**src/rtl/rf_req_pkg.sv**
```systemverilog
// rf_req_pkg: shared definitions for the register-file request controller.
//   - cmd_op encodings (READ1 / READ2 / WRITE / illegal)
//   - controller state enum
//   - default ack wait limit used when RF_REQ_TIMEOUT_EN is defined
package rf_req_pkg;

    localparam logic [1:0] OP_READ1   = 2'b00;
    localparam logic [1:0] OP_READ2   = 2'b01;
    localparam logic [1:0] OP_WRITE   = 2'b10;
    localparam logic [1:0] OP_ILLEGAL = 2'b11;

    localparam int unsigned TIMEOUT_DEFAULT = 15;

    typedef enum logic [2:0] {
        IDLE,
        REQ_A,
        REL_A,
        REQ_B,
        REL_B,
        REQ_W,
        REL_W,
        RESP
    } state_e;

endpackage

```
**src/rtl/rf_ack_sync.sv**
```systemverilog
// rf_ack_sync: two-flop synchronizer for the responder acknowledge.
// Ports:
//   clk     - sampling clock
//   rst     - synchronous active-high clear of both flops
//   async_i - asynchronous input (rf_ack)
//   sync_o  - synchronized output, two cycles of latency
module rf_ack_sync (
    input  logic clk,
    input  logic rst,
    input  logic async_i,
    output logic sync_o
);

    logic meta_q;
    logic sync_q;

    always_ff @(posedge clk) begin
        if (rst) begin
            meta_q <= 1'b0;
            sync_q <= 1'b0;
        end else begin
            meta_q <= async_i;
            sync_q <= meta_q;
        end
    end

    assign sync_o = sync_q;

endmodule

```
**src/rtl/rf_req_ctrl.sv**
```systemverilog
// rf_req_ctrl: accepts READ1 / READ2 / WRITE commands and performs them on a
// register file through a four-phase enable/ack handshake with an
// asynchronous responder, then returns one response per command.
// Ports:
//   clk, rst                        - clock, synchronous active-high reset
//   cmd_valid/cmd_ready             - command handshake
//   cmd_op, cmd_raddr_a/b,
//   cmd_waddr, cmd_wdata            - command fields
//   rf_in_address_1/2,
//   rf_read_enable_1/2              - register-file read requests
//   rf_write_address_1/data_1/
//   enable_1                        - register-file write request
//   rf_out_data_1/2, rf_ack         - read data and asynchronous acknowledge
//   rsp_valid/rsp_ready,
//   rsp_data_a/b, rsp_err           - response handshake and payload
// Build option: RF_REQ_TIMEOUT_EN adds a per-state watchdog; after TIMEOUT
// cycles in any request/release state the enables drop and the command
// completes with rsp_err=1.
module rf_req_ctrl
    import rf_req_pkg::*;
#(
    parameter int unsigned N       = 32,
    parameter int unsigned TIMEOUT = TIMEOUT_DEFAULT
) (
    input  logic         clk,
    input  logic         rst,
    input  logic         cmd_valid,
    output logic         cmd_ready,
    input  logic [1:0]   cmd_op,
    input  logic [3:0]   cmd_raddr_a,
    input  logic [3:0]   cmd_raddr_b,
    input  logic [3:0]   cmd_waddr,
    input  logic [N-1:0] cmd_wdata,
    output logic [3:0]   rf_in_address_1,
    output logic [3:0]   rf_in_address_2,
    output logic         rf_read_enable_1,
    output logic         rf_read_enable_2,
    output logic [3:0]   rf_write_address_1,
    output logic [N-1:0] rf_write_data_1,
    output logic         rf_write_enable_1,
    input  logic [N-1:0] rf_out_data_1,
    input  logic [N-1:0] rf_out_data_2,
    input  logic         rf_ack,
    output logic         rsp_valid,
    input  logic         rsp_ready,
    output logic [N-1:0] rsp_data_a,
    output logic [N-1:0] rsp_data_b,
    output logic         rsp_err
);

    state_e       state_q, state_d;
    logic [1:0]   op_q, op_d;
    logic [3:0]   raddr_a_q, raddr_a_d;
    logic [3:0]   raddr_b_q, raddr_b_d;
    logic [3:0]   waddr_q, waddr_d;
    logic [N-1:0] wdata_q, wdata_d;
    logic [N-1:0] data_a_q, data_a_d;
    logic [N-1:0] data_b_q, data_b_d;
    logic         err_q, err_d;
    // Set once ack_s has been seen low in the current state; a request
    // phase only completes after this, so a stale ack cannot finish it.
    logic         seen_low_q, seen_low_d;
    logic         ack_s;

    if (TIMEOUT < 2 || TIMEOUT > 255) begin : g_timeout_range
        $error("rf_req_ctrl: TIMEOUT must be within 2..255");
    end

    rf_ack_sync u_ack_sync (
        .clk     (clk),
        .rst     (rst),
        .async_i (rf_ack),
        .sync_o  (ack_s)
    );

`ifdef RF_REQ_TIMEOUT_EN
    localparam logic [7:0] TMO_LAST = 8'(TIMEOUT - 1);
    logic [7:0] cnt_q, cnt_d;
    logic       in_phase;
`endif

    always_comb begin
        state_d    = state_q;
        op_d       = op_q;
        raddr_a_d  = raddr_a_q;
        raddr_b_d  = raddr_b_q;
        waddr_d    = waddr_q;
        wdata_d    = wdata_q;
        data_a_d   = data_a_q;
        data_b_d   = data_b_q;
        err_d      = err_q;
        seen_low_d = seen_low_q | ~ack_s;

        case (state_q)
            IDLE: begin
                if (cmd_valid) begin
                    op_d      = cmd_op;
                    raddr_a_d = cmd_raddr_a;
                    raddr_b_d = cmd_raddr_b;
                    waddr_d   = cmd_waddr;
                    wdata_d   = cmd_wdata;
                    data_a_d  = '0;
                    data_b_d  = '0;
                    err_d     = 1'b0;
                    case (cmd_op)
                        OP_READ1, OP_READ2: state_d = REQ_A;
                        OP_WRITE:           state_d = REQ_W;
                        default: begin
                            state_d = RESP;
                            err_d   = 1'b1;
                        end
                    endcase
                end
            end
            REQ_A: begin
                if (ack_s && seen_low_q) begin
                    data_a_d = rf_out_data_1;
                    state_d  = REL_A;
                end
            end
            REL_A: begin
                if (!ack_s) state_d = (op_q == OP_READ2) ? REQ_B : RESP;
            end
            REQ_B: begin
                if (ack_s && seen_low_q) begin
                    data_b_d = rf_out_data_2;
                    state_d  = REL_B;
                end
            end
            REL_B: if (!ack_s) state_d = RESP;
            REQ_W: if (ack_s && seen_low_q) state_d = REL_W;
            REL_W: if (!ack_s) state_d = RESP;
            RESP:  if (rsp_ready) state_d = IDLE;
            default: state_d = IDLE;
        endcase

`ifdef RF_REQ_TIMEOUT_EN
        // Watchdog overrides any handshake progress made in the same cycle.
        in_phase = (state_q != IDLE) && (state_q != RESP);
        cnt_d    = '0;
        if (in_phase && (cnt_q == TMO_LAST)) begin
            state_d = RESP;
            err_d   = 1'b1;
        end else if (in_phase && (state_d == state_q)) begin
            cnt_d = cnt_q + 8'd1;
        end
`endif

        if (state_d != state_q) seen_low_d = 1'b0;
    end

    always_ff @(posedge clk) begin
        if (rst) begin
            state_q    <= IDLE;
            op_q       <= '0;
            raddr_a_q  <= '0;
            raddr_b_q  <= '0;
            waddr_q    <= '0;
            wdata_q    <= '0;
            data_a_q   <= '0;
            data_b_q   <= '0;
            err_q      <= 1'b0;
            seen_low_q <= 1'b0;
        end else begin
            state_q    <= state_d;
            op_q       <= op_d;
            raddr_a_q  <= raddr_a_d;
            raddr_b_q  <= raddr_b_d;
            waddr_q    <= waddr_d;
            wdata_q    <= wdata_d;
            data_a_q   <= data_a_d;
            data_b_q   <= data_b_d;
            err_q      <= err_d;
            seen_low_q <= seen_low_d;
        end
    end

`ifdef RF_REQ_TIMEOUT_EN
    always_ff @(posedge clk) begin
        if (rst) cnt_q <= '0;
        else     cnt_q <= cnt_d;
    end
`endif

    assign cmd_ready          = (state_q == IDLE) && !rst;
    assign rf_read_enable_1   = (state_q == REQ_A);
    assign rf_read_enable_2   = (state_q == REQ_B);
    assign rf_write_enable_1  = (state_q == REQ_W);
    assign rf_in_address_1    = raddr_a_q;
    assign rf_in_address_2    = raddr_b_q;
    assign rf_write_address_1 = waddr_q;
    assign rf_write_data_1    = wdata_q;
    assign rsp_valid          = (state_q == RESP);
    assign rsp_data_a         = data_a_q;
    assign rsp_data_b         = data_b_q;
    assign rsp_err            = err_q;

endmodule

```
**config.mk**
```make
export PLATFORM = sky130hd
export DESIGN_NAME = rf_req_ctrl
export DESIGN_NICKNAME = d
export VERILOG_FILES = /design/src/rtl/rf_req_pkg.sv /design/src/rtl/rf_ack_sync.sv /design/src/rtl/rf_req_ctrl.sv
export SDC_FILE = /design/constraint.sdc
export NUM_CORES = 1
export LEC_CHECK = 0
export CORE_ASPECT_RATIO = 2
export CORE_UTILIZATION = 35
export DETAILED_ROUTE_END_ITERATION = 10
export PLACE_DENSITY = 0.69
export REMOVE_ABC_BUFFERS = 1
export SLEW_MARGIN = 10
export SYNTH_ARGS = -nofsm -noshare
export SYNTH_HDL_FRONTEND = slang
export SYNTH_SLANG_ARGS = --single-unit
```
**constraint.sdc**
```tcl
create_clock -name clk -period 2.5 [get_ports clk]
set_clock_uncertainty 0.15 [all_clocks]
set_input_delay 0.75 -clock clk [delete_from_list [all_inputs] [get_ports clk]]
set_output_delay 0.75 -clock clk [all_outputs]
set_load 0.005 [all_outputs]
```
# Word level (Yosys, flattened, before mapping)
# Cells that the tools add are included.
# classes
n_eq_ne	14
muxes	16
bitwise_logic	2
n_reduce_logical	14
# ops
cell	n
one-hot mux 32 bit (2 select lines)	2
2-to-1 mux 32 bit	3
2-to-1 mux 3 bit	8
one-hot mux 3 bit (7 select lines)	1
equality test 3 bit (second input constant)	4
equality test 3 x 2 -> 1 bit (second input constant)	2
one-hot mux 3 bit (2 select lines)	1
AND reduction 3 bit	2
OR reduction 2 bit	3
equality test 2 x 1 -> 1 bit (second input constant)	2
inequality test 2 x 1 -> 1 bit (second input constant)	2
nonzero test 2 bit	2
equality test 3 x 1 -> 1 bit (second input constant)	1
zero test 3 bit	1
inequality test 3 bit	1
OR reduction 3 bit	1
equality test 2 bit (second input constant)	1
logical AND 1 bit	2
zero test 2 bit	1
inequality test 2 bit (second input constant)	1
AND reduction 2 bit	1
zero test 1 bit	1
2-to-1 mux 1 bit	1
inverter 1 bit	1
bitwise OR 1 bit	1
# totals
register_bits	117
inputBits	115
wordCells	58

# Longest topological paths before layout
# Gate-level depths: netlist of run 1.
# logic_depth
word_depth	7
mapped_depth	6
depth_no_buf	3

# Modules after synthesis
# A second synthesis of run 1 with hierarchy kept.
# unflattened
cells_unflattened	549
area_unflattened_um2	4747.1
# by_module_without_submodules
mod	n_inst	cells_each	area_each_um2	seq_area_each_um2
rf_req_ctrl	1	545	4694.5	2302.2
rf_ack_sync	1	4	52.6	40.0

# Least setup slack after synthesis of run 1
# Ideal clock, no wire load.
# synth_path
path_type	in2out
from	in rst
to	out cmd_ready
arrival_time_ns	1.292
setup_slack_ns	0.308
path_stages	3
n_path_buf	2
path_cell_list	clkbuf_1 buf_2 nor4_1
# synth_via
elab_chain_len	2
# synth_rtl
item	line_no	text
start, declared	rf_req_ctrl.sv:26	input logic rst,
zero test 1 bit	rf_req_ctrl.sv:185	assign cmd_ready = (state_q == IDLE) && !rst;
logical AND 1 bit	rf_req_ctrl.sv:185	
end, declared	rf_req_ctrl.sv:28	output logic cmd_ready,
# No other way between the ends.

# Worst setup path in the final report of run 1
# layout_path
from	reg state_q[0]
to	out rsp_valid
# layout_via
elab_chain_len	1
# layout_rtl
item	line_no	text
start, declared	rf_req_ctrl.sv:51	state_e state_q, state_d;
start signal, assigned	rf_req_ctrl.sv:165	state_q <= state_d;
equality test 3 bit	rf_req_ctrl.sv:193	assign rsp_valid = (state_q == RESP);
end, declared	rf_req_ctrl.sv:44	output logic rsp_valid,
# No other way between the ends.

==> results.json, run 1 <==
{
  "holdWs_ns": 0.286,
  "antenna_found_initial": 0,
  "via_count": 4464,
  "grt_pass1_wl_um": 22400,
  "critPathLaunchType": "flip-flop",
  "async_flop_share_pct": 0,
  "row_count": 60,
  "max_stage_delay_ns": 0.51,
  "dieArea_um2": 14200,
  "worst_pin_slew_ns": 0.559,
  "worstSetupPathType": "reg -> out",
  "grt_pass1_vias": 4563,
  "synth_cells": 541,
  "p_leak_nw": 3.12,
  "clk_pin_slew_ns": 0.05,
  "yosys_warnings": 0,
  "drt-pass1-iter-count": 8,
  "rsz0062_at_grt": "false",
  "path_cells": "buf_8 > and3_1 > clkdlybuf4s50_1",
  "max_cap_viol_count": 0,
  "finalMaxSlewViolations": 0,
  "seq_area_um2": 2350,
  "fmax_mhz": 414,
  "synth.top_cells.by_area": "dfxtp_1 49%, mux2i_1 13%, nand2_1 13%",
  "required_ns": 1.60,
  "min_period_ns": 2.41,
  "chipHeight_um": 168,
  "synth_edf_count": 0,
  "finalSetupViolations": 0,
  "gp_congestion": 0.804,
  "syn_area_um2": 4800,
  "synth_top_family_by_area": "simple AND/OR/NAND/NOR gates",
  "finalSetupTns_ns": 0,
  "slew_headroom_pct": 62.7,
  "remaining_drc_errors": 14,
  "synth-adder-area-share_pct": 0,
  "end_kind": "output port",
  "wl_um": 14200,
  "grt_max_degree": 63,
  "io_pins": 229,
  "hold_path_class": "reg -> reg",
  "synth_top_cell_by_area": "dfxtp_1",
  "synth_xor_area_share_pct": 0,
  "violations": "design-rule violations",
  "cp_max_fo": 4,
  "multi_input_area_um2": 2210,
  "synthMuxAreaShare_pct": 13.3,
  "final_core_util_pct": 58.7,
  "cts_buffer_depth": 2,
  "placed_area_um2": 7210,
  "finalPower_w": 0.00680,
  "cts_tree": "done",
  "synthDistinctLibCells": 34,
  "synthSimpleGateAreaFrac_pct": 25.1,
  "root_buffer": "clkbuf_16",
  "ys_seq_elements": 117,
  "port_buffers": 228,
  "numClockSinks": 117,
  "crit_slowest_cell": "clkdlybuf4s50_1",
  "drt_iter0_markers": 176,
  "ant_nets": 0,
  "initial_core_util_pct": 35.7,
  "area_delta_synth_final_pct": 64.3,
  "drive_above_1_share_pct": 7.78,
  "htreeDepth": 4,
  "diodes": 0,
  "wire_per_inst_um": 15.3,
  "overflow": 0,
  "syn_area_per_cell_um2": 8.88,
  "synth-compound-area-share_pct": 6.98,
  "rrSetupSlack_ns": 0.59,
  "outcome": "complete, but fails checks",
  "cts_buffers": 17,
  "synth_ff_type": "dfxtp_1",
  "final_nets": 873,
  "final-hold-violation-count": 0,
  "viasPerCell": 4.82,
  "worst-endpoint-arrival_ns": 1.51,
  "fin_crit_sh_pct": 96.6,
  "synth_top_area_share_pct": 48.8,
  "fp.coreArea_um2": 13400,
  "grt_use_total_pct": 20.3,
  "ys_seq_area_share_pct": 48.8,
  "pwr_density_cell_nw_per_um2": 862,
  "clk_latency_ns": 0.40,
  "die_w_um": 84.8,
  "fill_cells": 1183,
  "irDropWorstVdd_mv": 0.495,
  "fin_area_um2": 7890,
  "dpl.hpwl_um": 10300
}
## report_power, final
group          switching [W]  total [W]  internal, W  leakage (nW)
Combinational       0.000859    0.00190      0.00104          1.85
Clock               0.000875    0.00265      0.00178         0.316
Sequential          0.000153    0.00225      0.00210         0.952
Total                0.00189    0.00680      0.00492          3.12
## through the flow
stage / setup WS, ns / instances
floorplan: -0.881 / 496
global placement: -0.182 / 894
detailed placement: -0.173 / 894
CTS: 0.00422 / 927
global route: 0.0172 / 926
finish: 0.0862 / 926
## routing by layer
| metal | vias up | share of wire, % | wire [um] | GRT usage [%] |
|---|---|---|---|---|
| li1 | 2192 | - | - | - |
| met1 | 2056 | 35 | 4960 | 19.2 |
| met2 | 175 | 55 | 7800 | 37.7 |
| met3 | 41 | 5.2 | 745 | 5.57 |
| met4 | 0 | 4.9 | 695 | 12.5 |
| met5 | - | 0 | 0 | 0 |
## repair_timing
action | in CTS | in global routing
pin swaps | 1 | 0
hold buffers | 0 | 0
resized for setup | 13 | 1
endpoints found under the setup margin | 5 | 2
setup buffers | 1 | 0
## cell type report
| type | count | share of cell area [%] |
|---|---|---|
| sequential | 117 | 29.8 |
| timing repair buffer | 243 | 31.4 |
| clock buffer | 21 | 6.09 |
| tap | 155 | 2.46 |
| inverter | 3 | 0.143 |
| multi-input combinational | 376 | 28.0 |
| clock inverter | 11 | 2.17 |
## cell usage after synthesis, types with 2 or more instances
master / count
nand2_1: 160
dfxtp_1: 117
nand2b_1: 67
mux2i_1: 64
a21oi_1: 49
clkbuf_1: 22
buf_2: 12
buf_6: 11
inv_1: 3
nor2_1: 3
nor2b_1: 3
o21ai_0: 3
a21o_1: 2
nand3_1: 2
nand4_1: 2
nor3_1: 2
or2_2: 2
## cells by family after synthesis
group,Yosys count
DFF,117
AOI/OAI and AO/OA,61
buffers and inverters,48
muxes,64
and+or+nand+nor,251
## registers in the layout (all words and copies together) (netlist names)
register,flops
rf_write_data_1,32
rsp_data_a,32
rsp_data_b,32
rf_in_address_1,4
rf_in_address_2,4
rf_write_address_1,4
state_q,3
op_q,2
rsp_err,1
seen_low_q,1
u_ack_sync.meta_q,1
u_ack_sync.sync_o,1
## worst paths after layout
kind,from,to,cells past startpoint
worst min-delay path,u_ack_sync.meta_q,u_ack_sync.sync_o,1
worst max register to register,state_q[0],rsp_data_b[20],6
worst max-delay path,state_q[0],rsp_valid,3
worst min register to register,u_ack_sync.meta_q,u_ack_sync.sync_o,1
## worst max-delay path: cells and delay by family, from the launching register on
kind,cells,cell delay (ns)
DFF,1,0.38
and+or+nand+nor,1,0.13
buffers and inverters,2,0.61
## cells in the final DEF, fill, tap and decap left out, types with 3 or more instances in the layout
cell	count
clkdlybuf4s50_1	223
nand2_1	160
dfxtp_1	114
nand2b_1	67
mux2i_1	64
a21oi_1	49
clkbuf_16	17
buf_4	9
buf_12	6
clkbuf_8	4
bufinv_16	4
inv_1	3
nor2_1	3
nor2b_1	3
o21ai_0	3
dlygate4sd2_1	3
Note: power is estimated with default switching activity, not from simulation.
==> run 2: changes to the inputs <==
Settings changed: CORE_UTILIZATION 35 to 44, PLACE_DENSITY 0.69 to 0.85.
==> run 2 against run 1 <==
The run now ends clean; register-to-register slack is essentially flat; die area down 20%; design area fell by 1.6%; clock power fell by 8.7%; total power is 3.8% lower; maximum frequency is 0.53% higher; worst setup slack gained 0.013 ns; via count rose by 1.0%; critical path type unchanged.
==> results.json, run 2 (synthesis results as in run 1) <==
{
  "max_cap_viol_count": 0,
  "min_from": "u_ack_sync.meta_q",
  "die_w_um": 75.9,
  "final_core_util_pct": 73.6,
  "clk_latency_ns": 0.41,
  "root_buffer": "clkbuf_16",
  "gp_congestion": 0.808,
  "pwr-share-comb_pct": 28.8,
  "ant_nets": 0,
  "initial_core_util_pct": 45.5,
  "rrSetupSlack_ns": 0.58,
  "end_kind": "output port",
  "io_pins": 229,
  "finalMaxSlewViolations": 0,
  "hold_path_depth": 1,
  "dp_cells": 873,
  "fp.coreArea_um2": 10500,
  "pwr-share-seq_pct": 34.2,
  "grt_pass1_vias": 4387,
  "hold_path_class": "reg -> reg",
  "area_delta_synth_final_pct": 61.6,
  "antenna_found_initial": 1,
  "viasPerCell": 4.98,
  "cp-startpoint": "state_q[2]",
  "port_buffers": 228,
  "fill_cells": 753,
  "min_period_ns": 2.40,
  "post-cts-setup-buffers": 0,
  "grt_max_degree": 58,
  "rsz0062_at_grt": "false",
  "dpl.hpwl_um": 9910,
  "numClockSinks": 117,
  "final-hold-violation-count": 0,
  "worst-endpoint-arrival_ns": 1.50,
  "power.internal_w": 0.00468,
  "cts_buffers": 17,
  "drive_above_1_share_pct": 7.16,
  "dieArea_um2": 11400,
  "fin_crit_sh_pct": 96.0,
  "critPathLaunchType": "flip-flop",
  "final_nets": 870,
  "ff2ff_path_depth": 4,
  "instances_no_fill": 906,
  "pwr_density_cell_nw_per_um2": 843,
  "drt_iter0_markers": 205,
  "fin_ws_ns": 0.0990,
  "fmax_mhz": 416,
  "chipHeight_um": 150,
  "irDropWorstVdd_mv": 0.546,
  "hold_end": "u_ack_sync.sync_o",
  "grt_pass1_wl_um": 20300,
  "required_ns": 1.60,
  "outcome": "finished clean",
  "cp_max_fo": 6,
  "drt-pass1-iter-count": 4,
  "overflow": 0,
  "row_count": 53,
  "clk_pin_slew_ns": 0.05,
  "wl_um": 13800,
  "grt_use_total_pct": 24.2,
  "via_count": 4509,
  "slew_headroom_pct": 54.4,
  "cts_buffer_depth": 2,
  "remaining_drc_errors": 0,
  "switching_share_pct": 28.5,
  "worst_pin_slew_ns": 0.684,
  "r2r_start": "state_q[1]",
  "rr_endpoint": "rsp_data_b[26]",
  "pwr-share-clk_pct": 37.0,
  "post-place-ws_ns": -0.0215,
  "p_leak_nw": 3.06,
  "p_sw_w": 0.00186,
  "cts_tree": "done",
  "wire_per_inst_um": 15.2,
  "htreeDepth": 4,
  "most-common-layout-cells": "224 x clkdlybuf4s50_1, 160 x nand2_1, 114 x dfxtp_1",
  "finalSetupViolations": 0,
  "finalPower_w": 0.00654,
  "worstSetupPathType": "reg -> out",
  "final_common_cell": "clkdlybuf4s50_1"
}
## run 2: changes by cell type in the layout (fill, tap and decap cells not counted), sizes merged
cell,delta
clkinv,+4
buf,-3
clkbuf,-2
bufinv,-1
clkdlybuf4s50,+1
clkinvlp,-1
diode,+1
dlymetal6s2s,-1
## run 2: worst max path at each step
stage / to
after detailed placement: rsp_data_b[26]
after global placement: cmd_ready
after CTS: rf_write_enable_1
after floorplan: state_q[1]
after global routing: rf_write_enable_1
final: rf_write_enable_1
## run 2: area by class of cell
cell class / instances / area, um^2 / area share, %
clock buffer: 19 / 433 / 5.58
tap: 137 / 171 / 2.21
inverter: 3 / 11.3 / 0.145
antenna: 1 / 2.50 / 0.0322
multi-input combinational: 376 / 2200 / 28.3
clock inverter: 13 / 158 / 2.03
timing repair buffer: 240 / 2440 / 31.4
sequential: 117 / 2350 / 30.2
## run 2: per-layer routing
metal	wire [um]	vias to the layer above	GRT usage, %	share of wire (%)
li1	-	2179	-	-
met1	4770	2104	21.3	35
met5	0	-	0	0
met2	7490	180	44.4	54
met3	751	46	7.34	5.5
met4	757	0	15.7	5.5
## run 2: worst max-delay path, cell delays in order (launching register included)
cell	delay [ns]
dfxtp_2	0.40
nand2_1	0.07
nor2_1	0.09
clkdlybuf4s50_1	0.53
## run 2: what timing repair did
action	CTS	global route
gates resized for setup	7	0
endpoints found under the setup margin	3	0
hold buffers	0	0
## run 2: per-stage QoR
stage | hold WS (ns) | TNS [ns] | area [um^2]
6_report | 0.279 | 0 | 7760
5_1_grt | 0.305 | 0 | 7760
2_1_floorplan | 0.264 | -32.96 | 4540
3_3_place_gp | 0.273 | 0 | 7160
3_5_place_dp | 0.275 | -0.0572 | 7160
4_1_cts | 0.285 | 0 | 7760
## run 2: power by group through the flow
stage,clock (W),sequential [W],combinational [W]
CTS,0.00247,0.00223,0.00190
global placement,0,0.00225,0.00184
global route,0.00255,0.00226,0.00203
finish,0.00242,0.00223,0.00189
floorplan,0,0.00231,0.000853
detailed placement,0,0.00226,0.00189
